**src/rtl/sipo_pkg.sv**
```systemverilog
// Shared types and helpers for the serial-in, parallel-out collector.
package sipo_pkg;

  typedef enum logic {
    IDLE  = 1'b0,
    SHIFT = 1'b1
  } sipo_state_t;

  // The bit counter must be able to hold OUTPUT_WIDTH-1.
  function automatic int sipo_cnt_width(input int width);
    return $clog2(width + 1);
  endfunction

endpackage

```
**src/rtl/sipo_shift_core.sv**
```systemverilog
// Shift register and bit counter; presents the word including the bit sampled this cycle.
module sipo_shift_core
  import sipo_pkg::*;
#(
  parameter int W         = 8,
  parameter bit MSB_FIRST = 1'b1
) (
  input  logic         i_clk,
  input  logic         i_rst,
  input  logic         i_clear,
  input  logic         i_sample,
  input  logic         i_serial_in,
  output logic [W-1:0] o_word,
  output logic         o_word_done
);

  localparam int            CW   = sipo_cnt_width(W);
  localparam logic [CW-1:0] LAST = CW'(W - 1);

  logic [W-1:0]  r_shreg;
  logic [CW-1:0] r_cnt;
  logic [W-1:0]  w_base;
  logic [W-1:0]  w_next;

  // A frame start discards the partial word before the new bit goes in.
  assign w_base = i_clear ? '0 : r_shreg;

  if (MSB_FIRST) begin : g_msb
    assign w_next = (w_base << 1) | W'(i_serial_in);
  end else begin : g_lsb
    assign w_next = (w_base >> 1) | {i_serial_in, {(W-1){1'b0}}};
  end

  assign o_word      = w_next;
  assign o_word_done = i_sample && !i_clear && (r_cnt == LAST);

  always_ff @(posedge i_clk) begin
    if (i_rst) begin
      r_shreg <= '0;
      r_cnt   <= '0;
    end else if (i_clear) begin
      r_shreg <= i_sample ? w_next : '0;
      r_cnt   <= i_sample ? CW'(1) : '0;
    end else if (i_sample) begin
      r_shreg <= w_next;
      r_cnt   <= (r_cnt == LAST) ? '0 : r_cnt + CW'(1);
    end
  end

endmodule

```
**src/rtl/sipo_collector.sv**
```systemverilog
// SIPO receiver: frame FSM, one-entry holding register with valid/ready and overflow pulse.
// state | meaning
// IDLE  | waiting for start, serial input ignored
// SHIFT | sampling serial_in on each shift_en cycle
module sipo_collector
  import sipo_pkg::*;
#(
  parameter int OUTPUT_WIDTH = 8,
  parameter bit MSB_FIRST    = 1'b1,
  parameter bit CONTINUOUS   = 1'b0
) (
  input  logic                    i_clk,
  input  logic                    i_rst,
  input  logic                    i_start,
  input  logic                    i_shift_en,
  input  logic                    i_serial_in,
  output logic [OUTPUT_WIDTH-1:0] o_out_data,
  output logic                    o_out_valid,
  input  logic                    i_out_ready,
  output logic                    o_overflow,
  output logic                    o_busy
);

  sipo_state_t             r_state;
  logic                    r_busy;
  logic [OUTPUT_WIDTH-1:0] r_data;
  logic                    r_valid;
  logic                    r_ovf;

  logic                    w_sample;
  logic                    w_done;
  logic [OUTPUT_WIDTH-1:0] w_word;

  // The start cycle itself may carry the first bit of the new frame.
  assign w_sample = i_shift_en && (i_start || (r_state == SHIFT));

  sipo_shift_core #(
    .W         (OUTPUT_WIDTH),
    .MSB_FIRST (MSB_FIRST)
  ) u_core (
    .i_clk       (i_clk),
    .i_rst       (i_rst),
    .i_clear     (i_start),
    .i_sample    (w_sample),
    .i_serial_in (i_serial_in),
    .o_word      (w_word),
    .o_word_done (w_done)
  );

  always_ff @(posedge i_clk) begin
    if (i_rst) begin
      r_state <= IDLE;
      r_busy  <= 1'b0;
      r_data  <= '0;
      r_valid <= 1'b0;
      r_ovf   <= 1'b0;
    end else begin
      r_ovf <= 1'b0;
      if (w_done) begin
        if (!r_valid || i_out_ready) begin
          r_data  <= w_word;
          r_valid <= 1'b1;
        end else begin
          r_ovf <= 1'b1;
        end
      end else if (r_valid && i_out_ready) begin
        r_valid <= 1'b0;
      end

      if (i_start) begin
        r_state <= SHIFT;
        r_busy  <= 1'b1;
      end else if (w_done && !CONTINUOUS) begin
        r_state <= IDLE;
        r_busy  <= 1'b0;
      end
    end
  end

  assign o_out_data  = r_data;
  assign o_out_valid = r_valid;
  assign o_overflow  = r_ovf;
  assign o_busy      = r_busy;

endmodule
```
**config.mk**
```make
export PLATFORM = sky130hd
export DESIGN_NAME = sipo_collector
export DESIGN_NICKNAME = d
export VERILOG_FILES = /design/src/rtl/sipo_pkg.sv /design/src/rtl/sipo_shift_core.sv /design/src/rtl/sipo_collector.sv
export SDC_FILE = /design/constraint.sdc
export NUM_CORES = 1
export LEC_CHECK = 0
export ABC_AREA = 0
export CAP_MARGIN = 20
export CORE_MARGIN = 2
export CORE_UTILIZATION = 35
export DETAILED_ROUTE_END_ITERATION = 8
export GPL_TIMING_DRIVEN = 0
export PLACE_DENSITY = 0.66
export SLEW_MARGIN = 5
export SYNTH_ARGS = -nofsm -noshare
export SYNTH_HDL_FRONTEND = slang
export SYNTH_SLANG_ARGS = --single-unit
```
**constraint.sdc**
```tcl
create_clock -name i_clk -period 2.1 [get_ports i_clk]
set_input_delay 0.315 -clock i_clk [delete_from_list [all_inputs] [get_ports i_clk]]
set_output_delay 0.315 -clock i_clk [all_outputs]
set_load 0.005 [all_outputs]
```
==> impl_metrics.csv <==
group,metric,value,unit
global_routing,grt_pass1_wl,3600,µm
setup_path,critical_path.max_fanout,7,
cts,cts.sinks,22,
cts,cts_max_level,1,
power_and_ir_drop,power_frac_seq,59.5,%
sta,rsz0062_at_grt,"no",
synthesis,synth_area_leaders,"dfxtp_1, o311ai_0, o41ai_1",
drt,wire_per_inst,13.7,µm
place,dp_hpwl,1460,µm
synthesis,yosys_warnings,0,
setup_path,worstSetupEndpoint,"o_busy",
power_and_ir_drop,ir_drop,0.000394,V
setup_path,crit_type,"register to primary output",
setup_path,cpLargestDelayFamily,"buffers and inverters",
sta,fin_skew,0.00352,ns
floorplanning,die-height,55.8,µm
drt,drt-pass1-iter-count,5,
finish,drive_gt1_share,8.94,%
place,gp_congestion,0.778,
sta,tns,0,ns
setup_path,timing.rr.end,"o_out_data[5]",
floorplanning,ioPinCount,17,
synthesis,async_flop_share,0,%
sta,final-setup-viol-count,0,
cts,numCtsBuffers,3,
drt,routed_via_density,5.48,
drt,drc,0,
setup_path,cp-start-kind,"register",
setup_path,r2r_cells,4,
global_routing,antenna_found_initial,0,
finish,utilization,46.9,%
global_routing,grt_pass1_vias,760,
synthesis,ys.flop_type,"dfxtp_1",
synthesis,yosysUniqueCellTypes,30,
synthesis,synth_top_cell_by_area,"dfxtp_1",
setup_path,cp_slowest_cell,"clkdlybuf4s50_1",
global_routing,grt_overflow,0,
sta,slew_violations,0,
synthesis,synth_fa_ha_area_share,1.33,%
synthesis,avgSynthCellArea,9.11,µm²
finish,final_common_cell,"dfxtp_1",
power_and_ir_drop,p_clk_share,33.1,%
floorplanning,die-area,0.00311,mm²
sta,tightest_slew,0.461,ns
power_and_ir_drop,p_comb_share,7.3,%
setup_path,cp_num_cells,1,
finish,final_cell_mix,"dfxtp_1, nand2_1, clkdlybuf4s50_1",
job,maxCapViolations,0,
synthesis,synth_top_area_share,46.9,%
global_routing,grt_max_degree,13,
floorplanning,start_util,37.5,%
setup_path,slowest_delay,0.56,ns
cts,hold_buffers,0,
sta,slew_headroom,69.2,%
setup_path,path_cells,"clkdlybuf4s50_1",
synthesis,synth_top_family_by_area,"simple AND/OR/NAND/NOR gates",
power_and_ir_drop,power.leakage,0.365,nW
finish,final_net_count,131,
drt,vias,839,
cts,cts_resized,0,
synthesis,synth_compound_area_share,23.2,%
synthesis,synth_edf_count,0,
place,port_buffers,16,
cts,path_clk_slew,0.12,ns
finish,diodes,0,
power_and_ir_drop,switching_share,23.1,%
synthesis,synthesis.area,938,µm²
cts,postCtsSetupBuffers,0,
setup_path,r2r_slack,0.59,ns
finish,synthToLayoutAreaGrowth,24.9,%
min_path,hold_class,"register to register",
setup_path,crit_path_end_kind,"primary output",
cts,tritoncts,"yes",
synthesis,synthCells,103,
setup_path,cp_data_arrival_time,1.35,ns
drt,antenna_left,0,
floorplanning,coreArea,0.00250,mm²
power_and_ir_drop,power.switching,0.166,mW
cts,clockBufferDepth,2,
finish,nFillCells,254,
sta,post-route-period-util,79.5,%
floorplanning,num_rows,18,
setup_path,cp-startpoint,"o_busy",
status,status,"complete, no violations",
power_and_ir_drop,p_int,0.551,mW
setup_path,r2r_start,"o_busy",
global_routing,gr-usage-all-layers,14.5,%
cts,insertion_delay,0.31,ns
setup_path,worstPathRequired,1.78,ns
floorplanning,die_w,55.8,µm
sta,hold_viol,0,
synthesis,synthMuxAreaShare,0,%
synthesis,synth_seq_cells,22,
synthesis,synthXorXnorAreaFrac,1.87,%
sta,timing.fmax,599,MHz
sta,min_period,1.67,ns
cts,root_buffer,"clkbuf_4",
synthesis,synth-simple-area-share,23.6,%
drt,wl,2100,µm
synthesis,ys_seq_area_share,46.9,%
drt,drt_iter0_drc,15,
setup_path,worst-path-buf-inv,1,
synthesis,syn_nets,110,
power_and_ir_drop,powerDensity,611,mW/mm²
-- worst min path at each step --
stage	start	end	slack [ns]	cells past startpoint
2_1_floorplan	i_rst	o_out_data[5]	0.42	1
3_3_place_gp	u_core.r_shreg[0]	u_core.r_shreg[1]	0.45	2
3_5_place_dp	u_core.r_shreg[6]	u_core.r_shreg[6]	0.45	2
4_1_cts	u_core.r_shreg[6]	u_core.r_shreg[6]	0.47	2
5_1_grt	u_core.r_shreg[6]	u_core.r_shreg[6]	0.50	2
6_report	u_core.r_shreg[6]	u_core.r_shreg[6]	0.46	2
-- worst min-delay path, delay by kind of cell, from the launching register on --
kind,cells,cell delay [ns]
AND/OR/NAND/NOR,1,0.05
flip-flops,1,0.33
AO/OA/AOI/OAI,1,0.05
-- cell families after synthesis --
kind of cell    after synthesis
simple gates                 41
compound gates               30
flops                        22
buf+inv                       7
xor+xnor                      2
fa+ha+maj                     1
-- power by group through the flow --
stage	clock [mW]	combinational (mW)	sequential, mW
3_5_place_dp	0	0.0526	0.436
5_1_grt	0.264	0.0583	0.427
2_1_floorplan	0	0.0287	0.435
4_1_cts	0.244	0.0529	0.426
6_report	0.237	0.0526	0.426
3_3_place_gp	0	0.0514	0.435
-- through the flow --
stage	instance area, µm²	std cells	worst slack (ns)	power (mW)	hold WS, ns
2_1_floorplan	938	103	0.766	0.463	0.416
3_3_place_gp	1140	149	0.187	0.487	0.446
3_5_place_dp	1140	149	0.139	0.488	0.451
4_1_cts	1170	153	0.424	0.724	0.469
5_1_grt	1170	153	0.339	0.750	0.496
6_report	1170	153	0.431	0.716	0.465
-- metal layers --
| metal | up-vias | part of all wire, % | GRT usage [%] |
|---|---|---|---|
| li1 | 419 | - | - |
| met1 | 401 | 47 | 19.1 |
| met2 | 17 | 48 | 23.1 |
| met3 | 2 | 4.8 | 5.35 |
| met4 | 0 | 0.67 | 2.09 |
| met5 | - | 0 | 0 |
-- synthesized netlist by cell type, types with 2 or more instances --
library cell   n
o41ai_1        7
nand2b_1       8
nand2_1       16
dfxtp_1       22
clkbuf_1       4
o311ai_0       7
nor2_1         3
buf_2          2
nor3_1         3
nor2b_1        2
a21oi_1       10
-- sequential cells by signal, summed over array words and instances (netlist names) --
name	count
u_core.r_shreg	7
o_busy	1
o_out_valid	1
u_core.r_cnt	4
o_out_data	8
o_overflow	1
-- cell type report --
cell class / instances / area (µm²) / area share (%)
well taps: 30 / 37.5 / 3.20
flip-flops and latches: 22 / 440 / 37.6
plain buffers: 6 / 25.0 / 2.13
clock buffers: 4 / 36.3 / 3.09
inverters: 1 / 3.75 / 0.320
multi-input cells: 74 / 469 / 40.0
repair buffers: 16 / 160 / 13.7
No activity file was read; power rests on OpenSTA's default activity.
